$ cat config.mk
export PLATFORM = sky130hd
export DESIGN_NAME = timer2_postscaled
export DESIGN_NICKNAME = d
export VERILOG_FILES = /design/src/rtl/timer2_postscaled_pkg.sv /design/src/rtl/timer2_postscaled_postscaler.sv /design/src/rtl/timer2_postscaled.sv
export SDC_FILE = /design/constraint.sdc
export NUM_CORES = 1
export LEC_CHECK = 0
export BUFFER_PORTS_ARGS = -buffer_cell sky130_fd_sc_hd__buf_4
export CAP_MARGIN = 20
export CORE_MARGIN = 2
export CORE_UTILIZATION = 25
export CTS_CLUSTER_SIZE = 12
export DETAILED_ROUTE_END_ITERATION = 10
export GPL_TIMING_DRIVEN = 0
export SETUP_SLACK_MARGIN = 0.3
export SYNTH_ARGS = -nofsm -noshare
export SYNTH_HDL_FRONTEND = slang
export SYNTH_SLANG_ARGS = --single-unit
export TNS_END_PERCENT = 1
$ cat constraint.sdc
create_clock -name clk -period 3.2 [get_ports clk]
set_clock_uncertainty 0.05 [all_clocks]
set_input_delay 0.48 -clock clk [delete_from_list [all_inputs] [get_ports clk]]
set_output_delay 0.48 -clock clk [all_outputs]
set_load 0.01 [all_outputs]
$ cat src/rtl/timer2_postscaled_pkg.sv
// Shared peripheral constants for the timer 2 block: T2CON field layout and
// prescaler encodings, also consumed by the SFR address decode.
package timer2_postscaled_pkg;

  localparam int T2CON_W    = 7;
  localparam int TOUTPS_MSB = 6;
  localparam int TOUTPS_LSB = 3;
  localparam int TMR2ON_BIT = 2;
  localparam int T2CKPS_MSB = 1;
  localparam int T2CKPS_LSB = 0;

  typedef enum logic [1:0] {
    CKPS_DIV1    = 2'b00,
    CKPS_DIV4    = 2'b01,
    CKPS_DIV16   = 2'b10,
    CKPS_DIV16_B = 2'b11
  } t2ckps_e;

  // Field order mirrors the bit positions above (MSB first).
  typedef struct packed {
    logic [3:0] toutps;
    logic       tmr2on;
    logic [1:0] t2ckps;
  } t2con_t;

  // Terminal value of the prescale counter: divide ratio minus one.
  function automatic logic [3:0] prescale_limit(input logic [1:0] ckps);
    logic [3:0] lim;
    case (t2ckps_e'(ckps))
      CKPS_DIV1: lim = 4'd0;
      CKPS_DIV4: lim = 4'd3;
      default:   lim = 4'd15;
    endcase
    return lim;
  endfunction

endpackage

$ cat src/rtl/timer2_postscaled_postscaler.sv
// Postscale counter for timer 2: counts match events and emits a one-cycle
// registered pulse when the count reaches TOUTPS.
module tmr2_postscaler
  import timer2_postscaled_pkg::*;
(
  input  logic       clk,
  input  logic       rst,
  input  logic       match,
  input  logic       clear,
  input  logic [3:0] toutps,
  output logic       pulse
);

  logic [3:0] count_q;
  logic       at_limit;

  assign at_limit = (count_q == toutps);

  always_ff @(posedge clk) begin
    if (rst) begin
      count_q <= 4'd0;
      pulse   <= 1'b0;
    end else begin
      // Clear dominates: a register write never produces a pulse.
      pulse <= match && !clear && at_limit;
      if (clear) begin
        count_q <= 4'd0;
      end else if (match) begin
        count_q <= at_limit ? 4'd0 : count_q + 4'd1;
      end
    end
  end

endmodule

$ cat src/rtl/timer2_postscaled.sv
// Timer 2: 8-bit period timer with programmable prescaler (/1, /4, /16),
// period register PR2 and 1..16 postscaler driving the interrupt-flag set pulse.
module timer2_postscaled
  import timer2_postscaled_pkg::*;
#(
  parameter logic [7:0] PR2_RESET = 8'hFF
) (
  input  logic       clk,
  input  logic       rst,
  input  logic       cnt,
  input  logic [7:0] data_in,
  input  logic       tmr2_wr_en,
  input  logic       pr2_wr_en,
  input  logic       t2con_wr_en,
  output logic [7:0] tmr2_out,
  output logic [7:0] pr2_out,
  output logic [6:0] t2con_out,
  output logic       tmr2if_set
);

  logic [7:0] tmr_q;
  logic [7:0] pr_q;
  t2con_t     con_q;
  logic [3:0] pre_q;

  logic       run;
  logic       tick;
  logic       match;
  logic       clear;

  // Any TMR2 or T2CON write suspends counting for that cycle and restarts
  // both the prescaler and the postscaler.
  assign clear = tmr2_wr_en || t2con_wr_en;
  assign run   = cnt && con_q.tmr2on && !clear;
  assign tick  = run && (pre_q == prescale_limit(con_q.t2ckps));
  assign match = tick && (tmr_q == pr_q);

  always_ff @(posedge clk) begin
    if (rst) begin
      tmr_q <= 8'd0;
      pr_q  <= PR2_RESET;
      con_q <= '0;
      pre_q <= 4'd0;
    end else begin
      if (tmr2_wr_en) begin
        tmr_q <= data_in;
      end else if (tick) begin
        // Wraps naturally through 8'hFF when PR2 was written below TMR2.
        tmr_q <= match ? 8'd0 : tmr_q + 8'd1;
      end

      if (clear) begin
        pre_q <= 4'd0;
      end else if (run) begin
        pre_q <= tick ? 4'd0 : pre_q + 4'd1;
      end

      if (pr2_wr_en) begin
        pr_q <= data_in;
      end
      if (t2con_wr_en) begin
        con_q <= t2con_t'(data_in[T2CON_W-1:0]);
      end
    end
  end

  tmr2_postscaler u_postscaler (
    .clk    (clk),
    .rst    (rst),
    .match  (match),
    .clear  (clear),
    .toutps (con_q.toutps),
    .pulse  (tmr2if_set)
  );

  assign tmr2_out  = tmr_q;
  assign pr2_out   = pr_q;
  assign t2con_out = con_q;

endmodule

After elaboration in Yosys (flattened, before gate mapping)
Index checks and enable logic that the tools add are counted.

cells by class
  order comparisons = 0
  multiply operators = 0
  muxes and demuxes = 6
  add/sub/neg operators = 3
  divide/modulo/power cells = 0
  shift-type cells = 0
  reduce and logical (&&, ||, !) cells = 11
  eq/ne operators = 4
  bitwise operators = 0

operators with widths
  cell                                                 count
  two-way mux 8 bit                                    3
  adder 4 x 1 -> 4 bit, second input constant          2
  adder 8 x 1 -> 8 bit, second input constant          1
  equality test 4 bit                                  2
  equality test 8 bit                                  1
  two-way mux 4 bit                                    2
  one-hot mux 4 bit (2 select lines)                   1
  logical AND 1 bit                                    6
  equality test 2 x 1 -> 1 bit, second input constant  1
  logical NOT 2 bit                                    1
  nonzero test 2 bit                                   1
  OR reduction 2 bit                                   1
  logical NOT 1 bit                                    1
  logical OR 1 bit                                     1

word-level totals
  bits in latches = 0
  bits in registers = 32
  input bits = 14
  memories = 0
  word-level logic and storage cells = 32
  ROM bits = 0
  bits in writable memories = 0
  output and inout port bits = 24

Longest topological paths before layout
Gate-level depths: netlist of the first run.

  depth after elaboration = 8
  mapped depth = 7
  gate-level depth less buffers = 6

By module
A second synthesis of the first run with hierarchy kept.

second synthesis, totals
  cell total of the unflattened synthesis = 190
  area total of the unflattened synthesis = 1744.2 um^2

modules (own cells, without submodules)
  module             sequential area each (um^2)  area an instance (um^2)  cells each  instances
  timer2_postscaled  540.5                        1440.1                   160         1
  tmr2_postscaler    100.1                        304.0                    30          1

Least setup slack after synthesis of the first run
OpenSTA, ideal clock, no wires.

  path kind = input port to flip-flop
  start point = input port tmr2_wr_en
  end point = register u_postscaler.count_q[3]
  path slack = 1.126 ns
  setup time = 0.070 ns
  data required time = 3.080 ns
  stages on the path = 7
  data arrival time = 1.954 ns
  path buffers = 2
  cell sequence = buf_6 and4bb_4 o31ai_2 nand4bb_1 buf_2 or4_1 a21oi_1

between the ends
  longest elaborated chain between the ends = 5
  elaborated cells between the ends (all ways) = 6
  those cells by class = reduce/logical (6)

ends and longest elaborated chain
  what                  line                                RTL
  from (decl)           timer2_postscaled.sv:12             input logic tmr2_wr_en,
  logical OR 1 bit (*)  timer2_postscaled.sv:33             assign clear = tmr2_wr_en || t2con_wr_en;
  logical NOT 1 bit     timer2_postscaled.sv:34             assign run = cnt && con_q.tmr2on && !clear;
  logical AND 1 bit     timer2_postscaled.sv:34
  logical AND 1 bit     timer2_postscaled.sv:35             assign tick = run && (pre_q == prescale_limit(con_q.t2ckps));
  logical AND 1 bit     timer2_postscaled.sv:36             assign match = tick && (tmr_q == pr_q);
  to (signal assigned)  timer2_postscaled_postscaler.sv:29  count_q <= at_limit ? 4'd0 : count_q + 4'd1;
  to (decl)             timer2_postscaled_postscaler.sv:14  logic [3:0] count_q;

Every way passes the cells marked *; elsewhere a longest branch is shown, timed or not.
A chain may end at the register's enable or synchronous reset.

Worst setup path in the final report of the first run
  start point = register tmr_q[5] (netlist: tmr2_out[5])
  end point = register u_postscaler.count_q[3]

between the ends
  longest elaborated chain between the ends = 2

ends and longest elaborated chain
  what                    line                     RTL
  from (decl)             timer2_postscaled.sv:21  logic [7:0] tmr_q;
  from (signal assigned)  timer2_postscaled.sv:46  tmr_q <= data_in;
  from (signal assigned)  timer2_postscaled.sv:49  tmr_q <= match ? 8'd0 : tmr_q + 8'd1;
  equality test 8 bit     timer2_postscaled.sv:36
  logical AND 1 bit       timer2_postscaled.sv:36

No other way between the ends.

==> metrics.txt, run 1 <==
crit-path max FO 9; Max VDD drop 143 µV; share of cells above drive strength 1 22.8%; Worst setup EP type flop; EDFF count, synth 0; min-delay src data_in[7]; Post CTS Setup Buffer Count 0; Worst-path clk slew 70 ps; WP data required 3370 ps; Final min period 2200 ps; FP Rows 29; # fillers 685; reg-to-reg endpoint u_postscaler.count_q[3]$_SDFFE_PP0N_; Synth async-reset ratio 0%; All-Layer GR Usage 12.5%; via count 1467; Routed Wire Length 4.30 mm; largest cells by area after synthesis dfxtp_1 (39%), xor2_1 (7.5%), a211o_1 (4.3%), mux2i_1 (4.3%), nor2b_1 (3.8%); setup violators final 0; delay-heaviest family, CP simple AND/OR/NAND/NOR gates; FF-to-FF path depth 6; core area 6310 µm²; Max Slew Vio Count 0; syn_area_per_cell 8.95 µm²; Pleak 0.825 nW; Seq cells post-synth 32; Arr. time, crit path 2370 ps; Worst Max-Slew Pin Slew 857 ps; H-tree depth 2; Root Driver clkbuf_8; Post-DP HPWL 3.16 mm; Min-Delay Endpoint pr2_out[7]$_SDFFE_PP1P_; run status complete, no violations; Post-Syn Area 1630 µm²; WP buf/inv 1; number of diodes 0; Gate Count Post-Synth 182; top post-synthesis cells by count dfxtp_1 (32), xor2_1 (14), nand2_1 (13), nor2_1 (13), a21oi_1 (12); Nets 240; clock buffer depth 2; Inst Count DP 293; Die W 84.7 µm; TritonCTS clock tree built; yosys warns 0; total congestion overflow 0; crit path cell chain xor2_1 -> nor4_2 -> nand4bb_1 -> buf_2 -> or4_1 -> a21oi_1; Synth area leader dfxtp_1; synthesis-to-layout area growth 27.1%; Hold Violations, Final 0; post-synthesis sequential area ratio 39.3%; WL/cell 14.3 µm; initial antenna violation count 0; Tcrit/Tclk final 68.8%; area of the multi-input gates 905 µm²; WHS Path Cells 2; die height 84.7 µm; IO Count 38; PwrDens 435 nW/µm²; CP peak stage delay 500 ps; Syn Nets 199; Yosys cell types 36; Hold WC Path Type in2reg; initial drt markers 149; CTS Buf Count 5; post_cts resized 0; Setup crit start kind flop; Initial DRT Pass Iterations 4; Slowest-stage cell, CP or4_1; reg2reg start tmr2_out[5]$_SDFFE_PP0P_; # clock sinks 32; GPL Wtd Cong 0.781; Top FF cell, synth dfxtp_1; Fmax 0.454 GHz; worst slew margin relative to its limit 42.4%; largest net degree at the start of global routing 11; Initial Utilization 25.8%; area share of the largest cell type after synthesis 39.3%; cts hold-fix bufs 0; count leader, synth dfxtp_1; worst skew pair latency 290 ps; first-pass GRT wire length 7.11 mm; vias in the first global route 1391; Vias/cell 4.87; max_cap viols 0; reg2reg setup slack 1000 ps; final cell count without fillers 301; IO buf count 34; unrepaired setup endpoints after global routing false; Crit Path Class reg2reg; Register Area 641 µm²; antenna viol nets, final 0; setup TNS 0 ps; Post-route DRC 0; DIE AREA 7180 µm²
-- placed cells by master (no fill, tap or decap), types with 2 or more instances in the layout --
master	instances
and3_1	2
nand3b_1	2
clkbuf_1	10
or3_1	2
nor2b_1	10
mux2i_1	7
nor4_2	2
buf_6	2
a211o_1	8
inv_1	7
a21oi_1	12
buf_4	34
ha_1	3
o21ai_0	7
nor2_1	13
a31oi_1	2
nand3_1	4
nor3_1	6
clkbuf_8	6
a32oi_1	4
nand2_1	13
nor4_1	4
a221oi_1	5
dfxtp_1	32
xor2_1	14
-- through the flow --
step / setup WS [ps] / hold WS (ps) / util, % / cell area, µm² / power (W)
after global placement: 970 / 439 / 31.4 / 1980 / 0.000583
after CTS: 983 / 364 / 32.8 / 2070 / 0.000912
after global routing: 825 / 362 / 32.8 / 2070 / 0.000944
final: 1000 / 363 / 32.8 / 2070 / 0.000902
after floorplan: 1130 / 419 / - / 1630 / 0.000521
after detailed placement: 951 / 451 / 31.4 / 1980 / 0.000584
-- kinds of logic after synthesis --
| logic type | synth area share (%) |
|---|---|
| and+or+nand+nor | 22.1 |
| AOI/OAI and AO/OA | 19.3 |
| DFF | 39.3 |
| buffers and inverters | 5.15 |
| xor gates and xnor gates | 7.53 |
| muxes | 4.30 |
| adders and majority gates | 2.30 |
-- state kept, by name, summed over array words and instances (netlist names) --
signal	count
pr2_out	8
tmr2_out	8
t2con_out	7
pre_q	4
u_postscaler.count_q	4
u_postscaler.pulse	1
-- layer usage --
layer	global-route usage, %	wire length, µm	vias up
met5	0	0	-
met4	3.46	51	0
met3	4.52	261	5
met2	18.8	1950	39
met1	16.9	2030	684
li1	-	-	739
-- report_power, final --
group	switching (W)	internal [W]	total, W
clock network	0.000152	0.000175	0.000327
registers	0.0000247	0.000418	0.000442
logic	0.0000656	0.0000666	0.000132
-- worst reg2reg max path, delay by kind of cell, from the launching register on --
family | cells | cell delay [ps]
flops | 1 | 460
xor+xnor | 1 | 120
buf+inv | 1 | 200
simple gates | 3 | 1150
compound gates | 1 | 150
-- final cells by class --
class / count / share of cell area [%]
Buffer: 11 / 2.78
Sequential cell: 32 / 30.9
Inverter: 7 / 1.27
Tap cell: 77 / 4.65
Timing Repair Buffer: 34 / 12.3
Multi-Input combinational cell: 132 / 43.7
Clock buffer: 8 / 4.35
-- worst max path at each step --
stage / from / end / slack (ps) / cells past startpoint
after CTS: tmr2_out[5]$_SDFFE_PP0P_ / u_postscaler.count_q[3]$_SDFFE_PP0N_ / 980 / 6
after global placement: t2con_wr_en / tmr2_out[3]$_SDFFE_PP0P_ / 970 / 6
after global routing: tmr2_out[5]$_SDFFE_PP0P_ / u_postscaler.count_q[3]$_SDFFE_PP0N_ / 820 / 6
after floorplan: tmr2_wr_en / u_postscaler.count_q[3]$_SDFFE_PP0N_ / 1130 / 7
final: tmr2_out[5]$_SDFFE_PP0P_ / u_postscaler.count_q[3]$_SDFFE_PP0N_ / 1000 / 6
after detailed placement: tmr2_wr_en / tmr2_out[3]$_SDFFE_PP0P_ / 950 / 6
Note: power is estimated with default switching activity, not from simulation.
==> inputs of run 2 (changes only) <==
ABC_AREA = 1   (was not set)
clock period = 1.8 ns   (was 3.2 ns; I/O delays follow)
==> run 2 against run 1 <==
Effect of this change:
- synthesized area grew 4.8%
- worst hold slack lost 200 ps
- cell area grew 13%
- critical path depth grew 4
- synthesized cell count grew 38%
- non-clock buffer count grew 2
- critical endpoint is now tmr2_out[4]$_SDFFE_PP0P_
- largest cell class unchanged
==> metrics.txt, run 2 <==
post-synthesis sequential area ratio 37.5% (was 39.3%); synthesis-to-layout area growth 37.0% (was 27.1%); # fillers 724 (was 685); unrepaired setup endpoints after global routing true (was false); crit path cell chain nand2_1 -> nand2_2 -> nand2_2 -> nor2_4 -> buf_6 -> buf_12 -> nand4_1 -> nand3_1 -> nand2_1 -> inv_1 (was xor2_1 -> nor4_2 -> nand4bb_1 -> buf_2 -> or4_1 -> a21oi_1); Hold Violations, Final 0 (unchanged); WL/cell 11.8 µm (was 14.3 µm); via count 1687 (was 1467); largest net degree at the start of global routing 11 (unchanged); CTS Buf Count 5 (unchanged); PwrDens 699 nW/µm² (was 435 nW/µm²); cts hold-fix bufs 0 (unchanged); setup violators final 0 (unchanged); antenna viol nets, final 0 (unchanged); Clk pwr share 36.0% (was 36.3%); Switching Power 0.000467 W (was 0.000242 W); count leader, synth nand2_1 (was dfxtp_1); power share of the combinational group 15.9% (was 14.7%); Max Slew Vio Count 0 (unchanged); Post-Syn Area 1710 µm² (was 1630 µm²); Yosys cell types 20 (was 36); Die W 86.7 µm (was 84.7 µm); initial drt markers 39 (was 149); Initial Utilization 25.4% (was 25.8%); P_int 0.00117 W (was 0.000660 W); Setup crit start kind flop (unchanged); run status complete, no violations (unchanged); slack of the critical path 337 ps (was 1000 ps); Pleak 1.13 nW (was 0.825 nW); Post-DP HPWL 3.31 mm (was 3.16 mm); Top FF cell, synth dfxtp_1 (unchanged); reg2reg setup slack 340 ps (was 1000 ps); area share of the largest cell type after synthesis 37.5% (was 39.3%); clock buffer depth 2 (unchanged); EDFF count, synth 0 (unchanged); Nets 319 (was 240); setup TNS 0 ps (unchanged); WP data required 1980 ps (was 3370 ps); CP peak stage delay 420 ps (was 500 ps); Arr. time, crit path 1650 ps (was 2370 ps); largest cells by area after synthesis dfxtp_1 (38%), nand2_1 (16%), inv_1 (7.0%), nor2_1 (6.2%), xnor2_1 (5.1%) (was dfxtp_1 (39%), xor2_1 (7.5%), a211o_1 (4.3%), mux2i_1 (4.3%), nor2b_1 (3.8%)); Seq cells post-synth 32 (unchanged); Gate Count Post-Synth 252 (was 182); syn_area_per_cell 6.78 µm² (was 8.95 µm²); share of cells above drive strength 1 28.7% (was 22.8%); Syn Nets 269 (was 199); H-tree depth 2 (unchanged); Synth area leader dfxtp_1 (unchanged); sw frac 28.5% (was 26.8%); worst slew margin relative to its limit 66.0% (was 42.4%); placed cell area 2090 µm² (was 1980 µm²); FP Rows 30 (was 29); Final min period 1460 ps (was 2200 ps); initial antenna violation count 0 (unchanged); All-Layer GR Usage 12.3% (was 12.5%); delay-heaviest family, CP simple AND/OR/NAND/NOR gates (unchanged); WP buf/inv 3 (was 1); number of diodes 0 (unchanged); power consumption 0.00163 W (was 0.000902 W); GPL Wtd Cong 0.747 (was 0.781); worst skew pair latency 290 ps (about the same); Worst-path clk slew 70 ps (about the same); Setup WS pre-CTS 138 ps (was 951 ps); Worst setup EP type flop (unchanged); # clock sinks 32 (unchanged); most frequent cells in the layout nand2_1 (68), buf_4 (41), inv_1 (32) (was buf_4 (34), dfxtp_1 (32), xor2_1 (14)); DIE AREA 7510 µm² (was 7180 µm²); max_cap viols 0 (unchanged); IO Count 38 (unchanged); Max VDD drop 240 µV (was 143 µV); cell area after layout 2340 µm² (was 2070 µm²); Root Driver clkbuf_8 (unchanged); vias in the first global route 1533 (was 1391); Crit Path Class reg2reg (unchanged); most common cell after layout, fill and taps aside nand2_1 (was buf_4); Routed Wire Length 4.52 mm (was 4.30 mm); Vias/cell 4.40 (was 4.87); Fmax 0.684 GHz (was 0.454 GHz); top post-synthesis cells by count nand2_1 (72), dfxtp_1 (32), inv_1 (32) (was dfxtp_1 (32), xor2_1 (14), nand2_1 (13), nor2_1 (13), a21oi_1 (12)); first-pass GRT wire length 7.18 mm (was 7.11 mm); Worst Max-Slew Pin Slew 509 ps (was 857 ps); total congestion overflow 0 (unchanged); core area 6720 µm² (was 6310 µm²); Synth async-reset ratio 0% (unchanged); Post-route DRC 0 (unchanged); Reg power frac 48.1% (was 49.1%); crit-path max FO 8 (was 9); TritonCTS clock tree built (unchanged); yosys warns 0 (unchanged); IO buf count 36 (was 34); Slowest-stage cell, CP dfxtp_1 (was or4_1); die height 86.7 µm (was 84.7 µm); Tcrit/Tclk final 81.3% (was 68.8%); Hold WC Path Type in2reg (unchanged); Initial DRT Pass Iterations 4 (unchanged)
==> run 2: through the flow <==
step | instances | hold WS, ps | utilization, %
3_5_place_dp | 368 | 425 | 31.2
4_1_cts | 377 | 150 | 32.9
2_1_floorplan | 252 | 342 | -
5_1_grt | 383 | 156 | 34.8
3_3_place_gp | 368 | 414 | 31.2
6_report | 383 | 160 | 34.8
==> run 2: worst paths after layout <==
path	cells past startpoint	startpoint	to
setup / recovery	10	pre_q[1]$_SDFFE_PP0P_	tmr2_out[4]$_SDFFE_PP0P_
hold / removal	3	data_in[6]	pr2_out[6]$_SDFFE_PP1P_
setup reg to reg	10	pre_q[1]$_SDFFE_PP0P_	tmr2_out[4]$_SDFFE_PP0P_
hold reg to reg	2	t2con_out[0]$_SDFFE_PP0P_	t2con_out[0]$_SDFFE_PP0P_
==> run 2: cell type report <==
cell class | count | area [µm²] | share of cell area, %
Multi-Input combinational cell | 182 | 997 | 42.6
Sequential cell | 32 | 666 | 28.4
Timing Repair Buffer | 42 | 328 | 14.0
Inverter | 34 | 130 | 5.56
Tap cell | 80 | 100 | 4.28
Clock buffer | 6 | 82.6 | 3.53
Buffer | 5 | 26.3 | 1.12
Clock inverter | 2 | 10.0 | 0.428
==> run 2: metal layers <==
metal	up-vias	share of wire, %	global-route usage (%)	routed length [µm]
met1	745	45	14.8	2030
met5	-	0	0	0
met2	36	49	20.8	2210
met3	6	4.8	3.52	217
met4	0	1.3	4.55	59
li1	900	-	-	-
==> run 2: power groups by stage <==
stage	sequential (W)	clock (W)	combinational (W)
after floorplan	0.000805	0	0.000120
after global placement	0.000799	0	0.000241
after detailed placement	0.000799	0	0.000242
after CTS	0.000784	0.000604	0.000246
after global routing	0.000791	0.000639	0.000295
final	0.000787	0.000588	0.000260
==> run 2: repair_timing <==
action                     in CTS  in global routing
buffers inserted                1                  5
resized for setup              10                 26
setup endpoints to repair      13                 13
pin swaps                       1                  8
cloned                          0                  1
==> run 2: worst register-to-register path, cell delays in order, from the launching register on <==
cell and delay, ps:
dfxtp_1 420, nand2_1 100, nand2_2 90, nand2_2 60, nor2_4 140, buf_6 140
buf_12 110, nand4_1 100, nand3_1 80, nand2_1 50, inv_1 50
==> run 2: kinds of logic (layout without fill, tap and decap cells) <==
family          after synthesis  count (layout)  share of synthesized area [%]
buf+inv                      39              89                           9.16
flops                        32              32                           37.5
xor+xnor                     17              17                           8.72
fa+ha+maj                     3               3                           2.20
simple gates                130             131                           33.3
compound gates               31              31                           9.08
